==> config.mk <==
export PLATFORM = sky130hd
export DESIGN_NAME = key_scan4
export DESIGN_NICKNAME = d
export VERILOG_FILES = /design/src/rtl/key_scan4_pkg.sv /design/src/rtl/key_debounce.sv /design/src/rtl/key_scan4.sv
export SDC_FILE = /design/constraint.sdc
export NUM_CORES = 1
export LEC_CHECK = 0
export BUFFER_PORTS_ARGS = -buffer_cell sky130_fd_sc_hd__buf_2
export CAP_MARGIN = 20
export CELL_PAD_IN_SITES_DETAIL_PLACEMENT = 0
export CELL_PAD_IN_SITES_GLOBAL_PLACEMENT = 2
export CORE_ASPECT_RATIO = 0.7
export CORE_MARGIN = 2
export CORE_UTILIZATION = 35
export DETAILED_ROUTE_END_ITERATION = 6
export PLACE_DENSITY = 0.81
export SLEW_MARGIN = 5
export SYNTH_ARGS = -nofsm -noshare
export SYNTH_HDL_FRONTEND = slang
export SYNTH_SLANG_ARGS = --single-unit
==> constraint.sdc <==
create_clock -name clk -period 2.1 [get_ports clk]
set_input_delay 0.525 -clock clk [delete_from_list [all_inputs] [get_ports clk]]
set_output_delay 0.525 -clock clk [all_outputs]
set_load 0.03 [all_outputs]
==> src/rtl/key_scan4_pkg.sv <==
// -----------------------------------------------------------------------------
// key_scan4_pkg
// Shared definitions for the four-key scanner front end.
//   NKEY            : number of push-button channels
//   CNT_MAX_DEFAULT : debounce length in cycles for silicon (20 ms at 100 MHz)
//   CNT_MAX_SIM     : short debounce length used in simulation
//   key_vec_t       : one bit per key
//   keep_highest()  : reduces a key vector to its highest-index set bit
// -----------------------------------------------------------------------------
package key_scan4_pkg;

  localparam int NKEY            = 4;
  localparam int CNT_MAX_DEFAULT = 2_000_000;
  localparam int CNT_MAX_SIM     = 4;

  typedef logic [NKEY-1:0] key_vec_t;

  // Priority 3 > 2 > 1 > 0: the last set bit visited wins, so the result is
  // always zero or exactly one-hot.
  function automatic key_vec_t keep_highest(input key_vec_t v);
    key_vec_t r;
    r = '0;
    for (int i = 0; i < NKEY; i++) begin
      if (v[i]) begin
        r    = '0;
        r[i] = 1'b1;
      end
    end
    return r;
  endfunction

endpackage

==> src/rtl/key_debounce.sv <==
// -----------------------------------------------------------------------------
// key_debounce
// Single push-button channel: two-flop synchroniser, counter debounce and
// rising-edge detect of the debounced level.
//   clk   : system clock, posedge
//   rst   : synchronous active-high reset
//   raw   : asynchronous button level, 1 = pressed
//   level : debounced stable level (registered)
//   rise  : high for the one cycle after level goes 0 -> 1
// CNT_MAX must be at least 2.
// -----------------------------------------------------------------------------
module key_debounce
  import key_scan4_pkg::*;
#(
  parameter int CNT_MAX = CNT_MAX_DEFAULT
) (
  input  logic clk,
  input  logic rst,
  input  logic raw,
  output logic level,
  output logic rise
);

  localparam int               CNT_W    = $clog2(CNT_MAX + 1);
  localparam logic [CNT_W-1:0] CNT_LAST = CNT_W'(CNT_MAX - 1);

  logic             sync_p0;
  logic             sync_p1;
  logic [CNT_W-1:0] cnt;
  logic             stable;
  logic             stable_d;

  // Stage p0/p1: synchronise the asynchronous button into the clock domain.
  always_ff @(posedge clk) begin
    if (rst) begin
      sync_p0 <= 1'b0;
      sync_p1 <= 1'b0;
    end else begin
      sync_p0 <= raw;
      sync_p1 <= sync_p0;
    end
  end

  // Stage debounce: a new level is accepted only after CNT_MAX consecutive
  // samples disagree with the current one; any agreeing sample restarts the
  // run, so the counter stops at CNT_MAX-1 and never wraps.
  always_ff @(posedge clk) begin
    if (rst) begin
      cnt      <= '0;
      stable   <= 1'b0;
      stable_d <= 1'b0;
    end else begin
      stable_d <= stable;
      if (sync_p1 == stable) begin
        cnt <= '0;
      end else if (cnt == CNT_LAST) begin
        stable <= sync_p1;
        cnt    <= '0;
      end else begin
        cnt <= cnt + CNT_W'(1);
      end
    end
  end

  assign level = stable;
  assign rise  = stable & ~stable_d;

endmodule

==> src/rtl/key_scan4.sv <==
// -----------------------------------------------------------------------------
// key_scan4
// Four-button front end for the one-hot-to-binary encoder. Each key is
// synchronised, debounced and edge-detected independently; the most recently
// pressed key is held as a one-hot code with a one-cycle strobe.
//   clk        : system clock, posedge
//   rst        : synchronous active-high reset
//   key_raw    : asynchronous button levels, 1 = pressed
//   clr        : synchronous clear of the held key
//   key_level  : debounced level per key
//   key_onehot : held one-hot of the last pressed key, 0000 = none; never
//                more than one bit set, so the encoder default is unreachable
//   key_pulse  : high for one cycle when key_onehot is updated by a press
// CNT_MAX must be at least 2.
// -----------------------------------------------------------------------------
module key_scan4
  import key_scan4_pkg::*;
#(
  parameter int CNT_MAX = CNT_MAX_DEFAULT
) (
  input  logic            clk,
  input  logic            rst,
  input  logic [NKEY-1:0] key_raw,
  input  logic            clr,
  output logic [NKEY-1:0] key_level,
  output logic [NKEY-1:0] key_onehot,
  output logic            key_pulse
);

  key_vec_t rise;

  for (genvar i = 0; i < NKEY; i++) begin : g_key
    key_debounce #(
      .CNT_MAX (CNT_MAX)
    ) u_debounce (
      .clk   (clk),
      .rst   (rst),
      .raw   (key_raw[i]),
      .level (key_level[i]),
      .rise  (rise[i])
    );
  end

  // Stage latch: a press always wins over a simultaneous clear; releases
  // only show up on key_level.
  always_ff @(posedge clk) begin
    if (rst) begin
      key_onehot <= '0;
      key_pulse  <= 1'b0;
    end else if (|rise) begin
      key_onehot <= keep_highest(rise);
      key_pulse  <= 1'b1;
    end else begin
      if (clr) begin
        key_onehot <= '0;
      end
      key_pulse <= 1'b0;
    end
  end

endmodule

==> qor.txt, run 1 <==
# IOs = 16
CP Launch Type = flip-flop
Slew Limit Fails = 0
Power Density = 718 nW/um^2
Hold Buf Count CTS = 0
CORE AREA = 12600 um^2
share of cells above drive strength 1 = 13.2%
kind of critical path = reg -> reg
port bufs = 15
Highest Clock Rate = 0.504 GHz
Top delay family on crit path = simple AND/OR/NAND/NOR gates
worst rel slew slack = 56.2%
total track usage = 13.6%
total wire length = 9090 um
post-cts resize count = 0
Post-Layout Cell Count = 707
first-pass GRT wire length = 15600 um
crit path max fanout = 3
RSZ-0062 raised after global routing = false
setup ws final = 0.117 ns
routed len/inst = 12.9 um
Required @ worst endpoint = 2.33 ns
number of synthesized register bits = 105
Fin Hold WS = 0.423 ns
clk buf depth = 2
min Tclk post-route = 1.98 ns
Fin Setup TNS = 0 ns
H-tree Lvls = 3
area occupied by multi-input gates = 2280 um^2
Worst-Skew Late Latency = 0.34 ns
CTS tree = done
Critical-path top delay cell = or4_4
grt total ovfl = 0
status = completed
number of CTS-inserted buffers = 9
pin count of the biggest net entering global routing = 20
Post-synth ARST share = 0%
sinks on the clock net = 105
syn avg cell area = 8.86 um^2
DP Area = 4920 um^2
ANT cells = 0
first-iteration detailed-routing DRC count = 162
Syn Inst Count = 515
Power Total = 3.76 mW
final period utilization = 94.4%
post-synthesis sequential area ratio = 46.1%
distinct cell type count after synthesis = 46
clk_skew = 0.00866 ns
die width = 140 um
vias per inst = 4.99
register area = 2100 um^2
Peak supply drop = 0.376 mV
number of remaining DRC errors = 0
area grow syn2layout = 14.8%
NumNets Final = 552
synth warn = 0
Arr. time, crit path = 2.21 ns
syn nets = 526
final hold vios = 0
final non-filler cell area = 5240 um^2
setup bufs post-CTS = 0
antenna viol nets, final = 0
Max Cap Viol = 0
Root Driver = clkbuf_16
Setup violations, final = 0
Layout Utilization = 41.6%
worst path bufs/invs = 0
Vias = 3529
number of global-route vias before repair = 3228
most common flop cell mapped by yosys = dfxtp_1
CP cell instances = or4bb_1 > or4_4 > o21a_1 > o21ba_2
Detailed Routing Iterations Pass 1 = 4
filler instances = 1259
crit-path max cell delay = 0.58 ns
Leak Pwr = 1.64 nW
row cnt = 34
Clk pin slew, worst setup/hold paths = 0.07 ns
initial antenna violation count = 0
Post-synth EDFFs = 0
detailed placer's ending HPWL = 6440 um
mapped cell area = 4560 um^2
Min-Delay Path Class = in -> reg
Die Y = 99.5 um
initial core utilization = 36.2%
Worst Tran Pin Value = 0.651 ns
die footprint = 14000 um^2
Placer Congestion = 0.746
CP Capture Type = flip-flop
placed insts = 692
setup slack at placement = 0.0425 ns
cell usage in the layout, fill, tap and decap left out, types with 7 or more instances in the layout:
master / netlist / final
nor3_1: 9 / 9
xor2_1: 20 / 20
nand3_1: 30 / 30
and3_1: 7 / 7
nor2b_1: 16 / 16
xnor2_1: 32 / 32
clkbuf_16: 0 / 9
buf_2: 5 / 15
nor4_1: 10 / 10
o31ai_1: 9 / 9
or3_1: 24 / 24
nand2_1: 20 / 20
dfxtp_1: 105 / 104
inv_1: 21 / 21
nand4_1: 12 / 12
or4_1: 12 / 9
o21ai_0: 21 / 21
a21oi_1: 32 / 32
nor2_1: 67 / 67
buf_4: 6 / 20
flip-flops by register name (all words and copies together) (netlist names):
name,cells
g_key.u_debounce.cnt,84
g_key.u_debounce.level,4
g_key.u_debounce.stable_d,4
g_key.u_debounce.sync_p0,4
g_key.u_debounce.sync_p1,4
key_onehot,4
key_pulse,1
layer usage:
layer  global-route usage [%]  vias up  share of wire (%)  wire, um
li1                         -     1847                  -         -
met1                     19.5     1628                 54      4890
met2                     20.1       45                 41      3760
met3                     3.80        9                3.7       337
met4                     4.08        0                1.1       104
met5                        0        -                  0         0
worst paths after layout:
kind                                             startpoint                           to  slack [ns]  cells past startpoint
worst max register to register  g_key[1].u_debounce.cnt[10]    g_key[1].u_debounce.level        0.12                      4
worst min register to register  g_key[3].u_debounce.sync_p0  g_key[3].u_debounce.sync_p1        0.44                      1
worst min-delay path                             key_raw[0]  g_key[0].u_debounce.sync_p0        0.42                      2
worst max-delay path            g_key[1].u_debounce.cnt[10]    g_key[1].u_debounce.level        0.12                      4
layout make-up:
cell class	instances	area share, %
multi-input combinational	367	43.6
sequential	105	40.1
timing repair buffer	37	5.06
clock buffer	11	4.82
tap	162	3.87
inverter	21	1.50
clock inverter	4	1.00
cell families after synthesis:
group	Yosys count	synth area share, %
fa+ha+maj	4	1.10
compound gates	72	9.38
xor+xnor	52	9.98
buf+inv	43	4.17
simple gates	239	29.3
flops	105	46.1
cell usage after synthesis (all sizes together) (4+ instances only):
cell type    n  area share, %
or4         14            2.5
nor2b       16            2.2
and3         8            1.1
xor2        20            3.8
nor3         9           0.99
nand3       32            3.9
nand4       15            2.5
a21oi       33            3.7
nor2        67            5.5
or4b         4           0.88
nand2       20            1.6
nor4        10            1.4
nand2b       5           0.69
xnor2       32            6.1
dfxtp      105             46
o21ai       21            2.3
clkbuf      11           0.90
o31ai        9            1.5
buf         11            1.5
inv         21            1.7
ha           4            1.1
or3         24            3.3
and4         4           0.77
worst reg2reg max path: cells and delay by family (launching register included):
family / cells / cell delay, ns
and+or+nand+nor: 2 / 1.10
AOI/OAI and AO/OA: 2 / 0.40
DFF: 1 / 0.38
where the power goes:
part	switching (mW)	internal [mW]
clock network	0.726	0.983
logic	0.0302	0.0216
registers	0.00499	2.00
No activity file was read; power rests on OpenSTA's default activity.
==> inputs of run 2 (changes only) <==
--- a/config.mk
+++ b/config.mk
@@ -5,13 +5,14 @@
 export SDC_FILE = /design/constraint.sdc
 export NUM_CORES = 1
 export LEC_CHECK = 0
+export ABC_CLOCK_PERIOD_IN_PS = 2100
 export BUFFER_PORTS_ARGS = -buffer_cell sky130_fd_sc_hd__buf_2
 export CAP_MARGIN = 20
 export CELL_PAD_IN_SITES_DETAIL_PLACEMENT = 0
-export CELL_PAD_IN_SITES_GLOBAL_PLACEMENT = 2
+export CELL_PAD_IN_SITES_GLOBAL_PLACEMENT = 1
 export CORE_ASPECT_RATIO = 0.7
 export CORE_MARGIN = 2
-export CORE_UTILIZATION = 35
+export CORE_UTILIZATION = 43
 export DETAILED_ROUTE_END_ITERATION = 6
 export PLACE_DENSITY = 0.81
 export SLEW_MARGIN = 5
==> qor.txt, run 2 (synthesized netlist as in run 1, its figures left out) <==
status = completed
port bufs = 15
setup slack at placement = 0.0518 ns
min Tclk post-route = 1.94 ns
Worst Tran Pin Value = 0.613 ns
Min-Delay Path Class = in -> reg
H-tree Lvls = 3
first-iteration detailed-routing DRC count = 195
sinks on the clock net = 105
final non-filler cell area = 5120 um^2
filler instances = 990
row cnt = 31
routed len/inst = 12.8 um
Highest Clock Rate = 0.514 GHz
number of remaining DRC errors = 0
Worst-Skew Late Latency = 0.34 ns
worst path bufs/invs = 0
crit path max fanout = 8
Setup violations, final = 0
Critical-path top delay cell = or4_4
initial antenna violation count = 0
grt total ovfl = 0
kind of critical path = reg -> reg
NumNets Final = 546
vias per inst = 5.20
final period utilization = 92.6%
Placer Congestion = 0.775
ANT cells = 0
die footprint = 11500 um^2
initial core utilization = 44.1%
Arr. time, crit path = 2.21 ns
Reg with most FFs = g_key.u_debounce.cnt
DP Area = 4840 um^2
area grow syn2layout = 12.1%
Slew Limit Fails = 0
Required @ worst endpoint = 2.37 ns
Leak Pwr = 1.61 nW
max FFs per register = 84
CORE AREA = 10400 um^2
most common cell after layout, fill and taps aside = dfxtp_1
worst rel slew slack = 58.6%
Reg-to-Reg Start = g_key[1].u_debounce.cnt[1]
Detailed Routing Iterations Pass 1 = 4
crit-path max cell delay = 0.61 ns
R2R setup slack = 0.16 ns
first-pass GRT wire length = 14800 um
total wire length = 8600 um
CTS tree = done
Fin Hold WS = 0.390 ns
Vias = 3492
total track usage = 15.7%
Peak supply drop = 0.393 mV
final hold vios = 0
number of global-route vias before repair = 3125
Top delay family on crit path = simple AND/OR/NAND/NOR gates
Clk pin slew, worst setup/hold paths = 0.07 ns
Die Y = 90.2 um
pin count of the biggest net entering global routing = 20
Layout Utilization = 49.4%
share of cells above drive strength 1 = 11.5%
setup ws final = 0.156 ns
# IOs = 16
Max Cap Viol = 0
CP cell instances = ha_1 > nand3_1 > or4_4 > or4_1 > a21oi_1
antenna viol nets, final = 0
detailed placer's ending HPWL = 5950 um
clk buf depth = 2
clk_skew = 0.00581 ns
CP Launch Type = flip-flop
CP Capture Type = flip-flop
leading cell types in the layout, fill and taps excluded = dfxtp_1, nor2_1, a21oi_1, xnor2_1, nand3_1
start point of the critical path = g_key[1].u_debounce.cnt[1]
die width = 127 um
Root Driver = clkbuf_16
Power Density = 703 nW/um^2
Fin Setup TNS = 0 ns
number of CTS-inserted buffers = 9
hold_sp = key_raw[2]
[run 2: final cells by class]
| type | instances | area (um^2) | area share [%] |
|---|---|---|---|
| sequential | 105 | 2100 | 41.1 |
| timing repair buffer | 31 | 220 | 4.30 |
| tap | 132 | 165 | 3.23 |
| inverter | 21 | 78.8 | 1.54 |
| clock buffer | 14 | 254 | 4.96 |
| multi-input combinational | 367 | 2280 | 44.6 |
| clock inverter | 2 | 13.8 | 0.269 |
[run 2: repair_timing]
action	4_1_cts	5_1_grt
resized for setup	0	4
hold buffers	0	0
hold endpoints to repair	0	0
setup endpoints to repair	0	5
buffers inserted	0	0
[run 2: path summary, 6_finish.rpt]
kind | end | cells after the start
min | g_key[2].u_debounce.sync_p0 | 2
max reg2reg | g_key[1].u_debounce.cnt[20] | 5
max | g_key[1].u_debounce.cnt[20] | 5
min reg2reg | g_key[1].u_debounce.cnt[0] | 1
[run 2: routing by layer]
layer | share of wire (%) | routed length [um] | GRT usage, % | vias up
li1 | - | - | - | 1839
met4 | 1.3 | 108 | 4.95 | 0
met2 | 43 | 3660 | 22.4 | 32
met1 | 54 | 4630 | 22.8 | 1610
met5 | 0 | 0 | 0 | -
met3 | 2.4 | 207 | 4.11 | 11
[run 2: through the flow]
stage,power [mW],std cells
2_1_floorplan,2.08,515
3_3_place_gp,2.10,656
3_5_place_dp,2.10,656
4_1_cts,3.65,672
5_1_grt,3.74,672
6_report,3.60,672
[run 2: where the power goes]
| part | internal, mW | switching, mW |
|---|---|---|
| Combinational | 0.0204 | 0.0281 |
| Clock | 0.840 | 0.704 |
| Sequential | 2.00 | 0.00502 |
| Total | 2.86 | 0.737 |
==> inputs of run 3 (changes only) <==
--- a/config.mk
+++ b/config.mk
@@ -5,6 +5,7 @@
 export SDC_FILE = /design/constraint.sdc
 export NUM_CORES = 1
 export LEC_CHECK = 0
+export ABC_AREA = 1
 export ABC_CLOCK_PERIOD_IN_PS = 2100
 export BUFFER_PORTS_ARGS = -buffer_cell sky130_fd_sc_hd__buf_2
 export CAP_MARGIN = 20
@@ -12,9 +13,9 @@
 export CELL_PAD_IN_SITES_GLOBAL_PLACEMENT = 1
 export CORE_ASPECT_RATIO = 0.7
 export CORE_MARGIN = 2
-export CORE_UTILIZATION = 43
+export CORE_UTILIZATION = 41
 export DETAILED_ROUTE_END_ITERATION = 6
-export PLACE_DENSITY = 0.81
+export PLACE_DENSITY = 0.82
 export SLEW_MARGIN = 5
 export SYNTH_ARGS = -nofsm -noshare
 export SYNTH_HDL_FRONTEND = slang
==> qor.txt, run 3 <==
R2R setup slack = 0.36 ns
Vias = 4515
M1 GR Usage = 23.2%
Setup crit end = g_key[2].u_debounce.cnt[19]
Die Y = 98.2 um
Power Density = 629 nW/um^2
Min-Delay Path Class = in -> reg
Peak supply drop = 0.449 mV
Max Cap Viol = 0
antenna viol nets, final = 0
start point of the critical path = g_key[2].u_debounce.cnt[0]
Setup violations, final = 0
Syn Inst Count = 763
area grow syn2layout = 8.86%
NumNets Final = 791
Hold Path Stages = 3
Root Driver = clkbuf_16
GR Util met2 = 27.3%
total wire length = 11100 um
mapped cell area = 5200 um^2
initial antenna violation count = 0
crit path max fanout = 20
Placer Congestion = 0.850
Crit. path cell count = 9
R2R depth = 9
RSZ-0062 raised after global routing = false
Leak Pwr = 1.77 nW
Hold Buf Count CTS = 0
Worst Tran Pin Value = 0.489 ns
CORE AREA = 12400 um^2
top-count cell post-synth = nand2_1
kind of critical path = reg -> reg
Critical-path top delay cell = dfxtp_1
sinks on the clock net = 105
CTS tree = done
syn avg cell area = 6.81 um^2
first-pass GRT wire length = 19300 um
most common cell after layout, fill and taps aside = nand2_1
number of synthesized register bits = 105
Slew Limit Fails = 0
Switching Share = 21.3%
Synth area leader = dfxtp_1
Combinational Power Share = 1.3%
worst rel slew slack = 67.1%
first-iteration detailed-routing DRC count = 249
port bufs = 15
total track usage = 17.1%
final period utilization = 82.7%
grt total ovfl = 0
status = completed
CP Launch Type = flip-flop
worst path bufs/invs = 2
post-cts resize count = 0
CP Capture Type = flip-flop
leading cell types in the layout, fill and taps excluded = nand2_1, nor2_1, dfxtp_1, inv_1, nand3_1
routed len/inst = 11.7 um
initial core utilization = 42.0%
Yosys top cell area share = 40.4%
Clock power frac = 42.3%
Reg with most FFs = g_key.u_debounce.cnt
Fin Setup TNS = 0 ns
final hold vios = 0
CP most frequent cell = nand2_2
row cnt = 34
Highest Clock Rate = 0.576 GHz
# IOs = 16
pin count of the biggest net entering global routing = 22
most frequent cells after synthesis = nand2_1, nor2_1, dfxtp_1, inv_1, nand3_1
crit-path max cell delay = 0.43 ns
die width = 139 um
sequential power share = 56.4%
Worst-Skew Late Latency = 0.35 ns
H-tree Lvls = 3
Post-synth EDFFs = 0
ANT cells = 0
Arr. time, crit path = 1.96 ns
Top delay family on crit path = simple AND/OR/NAND/NOR gates
die footprint = 13600 um^2
P_int = 2.80 mW
min Tclk post-route = 1.74 ns
worst r2r dst = g_key[2].u_debounce.cnt[19]
distinct cell type count after synthesis = 30
Required @ worst endpoint = 2.32 ns
detailed placer's ending HPWL = 8400 um
max FFs per register = 84
syn nets = 774
number of CTS-inserted buffers = 9
Psw = 0.759 mW
number of global-route vias before repair = 4218
met3 usage = 4.17%
number of remaining DRC errors = 0
Clk pin slew, worst setup/hold paths = 0.07 ns
gr busiest metal = met2
Power Total = 3.56 mW
clk_skew = 0.00691 ns
Post-synth ARST share = 0%
vias per inst = 4.78
post-synthesis sequential area ratio = 40.4%
most common flop cell mapped by yosys = dfxtp_1
setup bufs post-CTS = 0
CP cell instances = ha_1 > nand2_2 > inv_2 > nand2_4 > nor2_8 > nand3_2 > nand2_2 > buf_4 > a21oi_1
ranking of synthesized cells by area = dfxtp_1, nand2_1, nor2_1, nand3_1, inv_1
clk buf depth = 2
Detailed Routing Iterations Pass 1 = 5
Reg-to-Reg Start = g_key[2].u_debounce.cnt[0]
synth warn = 0
share of cells above drive strength 1 = 10.7%
-- run 3: worst min-delay path by stage --
| stage | slack [ns] | startpoint | endpoint |
|---|---|---|---|
| detailed placement | 0.41 | g_key[2].u_debounce.sync_p0 | g_key[2].u_debounce.sync_p1 |
| floorplan | 0.39 | g_key[0].u_debounce.sync_p0 | g_key[0].u_debounce.sync_p1 |
| finish | 0.38 | key_raw[2] | g_key[2].u_debounce.sync_p0 |
| global route | 0.38 | key_raw[2] | g_key[2].u_debounce.sync_p0 |
| CTS | 0.37 | key_raw[2] | g_key[2].u_debounce.sync_p0 |
| global placement | 0.39 | g_key[3].u_debounce.sync_p0 | g_key[3].u_debounce.sync_p1 |
-- run 3: area by class of cell --
cell class | count | area (um^2)
fill | 1280 | 6720
multi-input combinational | 571 | 2710
sequential | 105 | 2100
inverter | 73 | 275
clock buffer | 10 | 229
tap | 162 | 203
timing repair buffer | 20 | 113
clock inverter | 4 | 22.5
-- run 3: worst reg2reg max path: stages, from the launching register on --
cell,delay (ns)
dfxtp_1,0.43
ha_1,0.26
nand2_2,0.09
inv_2,0.09
nand2_4,0.08
nor2_8,0.12
nand3_2,0.12
nand2_2,0.07
buf_4,0.30
a21oi_1,0.08
-- run 3: metrics by stage --
stage | area (um^2) | worst slack [ns] | util [%] | hold slack, ns | cells
6_report | 5660 | 0.363 | 45.7 | 0.380 | 945
5_1_grt | 5660 | 0.179 | 45.7 | 0.381 | 945
4_1_cts | 5660 | 0.359 | 45.7 | 0.370 | 945
3_5_place_dp | 5410 | 0.361 | 43.7 | 0.405 | 931
3_3_place_gp | 5410 | 0.420 | 43.7 | 0.392 | 931
2_1_floorplan | 5200 | 0.666 | - | 0.388 | 763
-- run 3: logic make-up after synthesis --
logic type      after synthesis  synth area share [%]
simple gates                483                  39.8
compound gates               46                  5.08
buf+inv                      87                  7.34
xor+xnor                     38                  6.40
fa+ha+maj                     4                 0.963
flops                       105                  40.4
-- run 3: power groups by stage --
stage	Combinational, mW	Sequential [mW]	Clock [mW]
after floorplan	0.0347	2.05	0
after global placement	0.0465	2.05	0
after detailed placement	0.0482	2.05	0
after CTS	0.0484	2.01	1.56
after global routing	0.0545	2.01	1.64
final	0.0467	2.01	1.51
-- run 3: metal layers --
layer / wire [um] / up-vias
met5: 0 / -
met2: 4670 / 84
li1: - / 2397
met3: 477 / 12
met4: 125 / 0
met1: 5790 / 2022
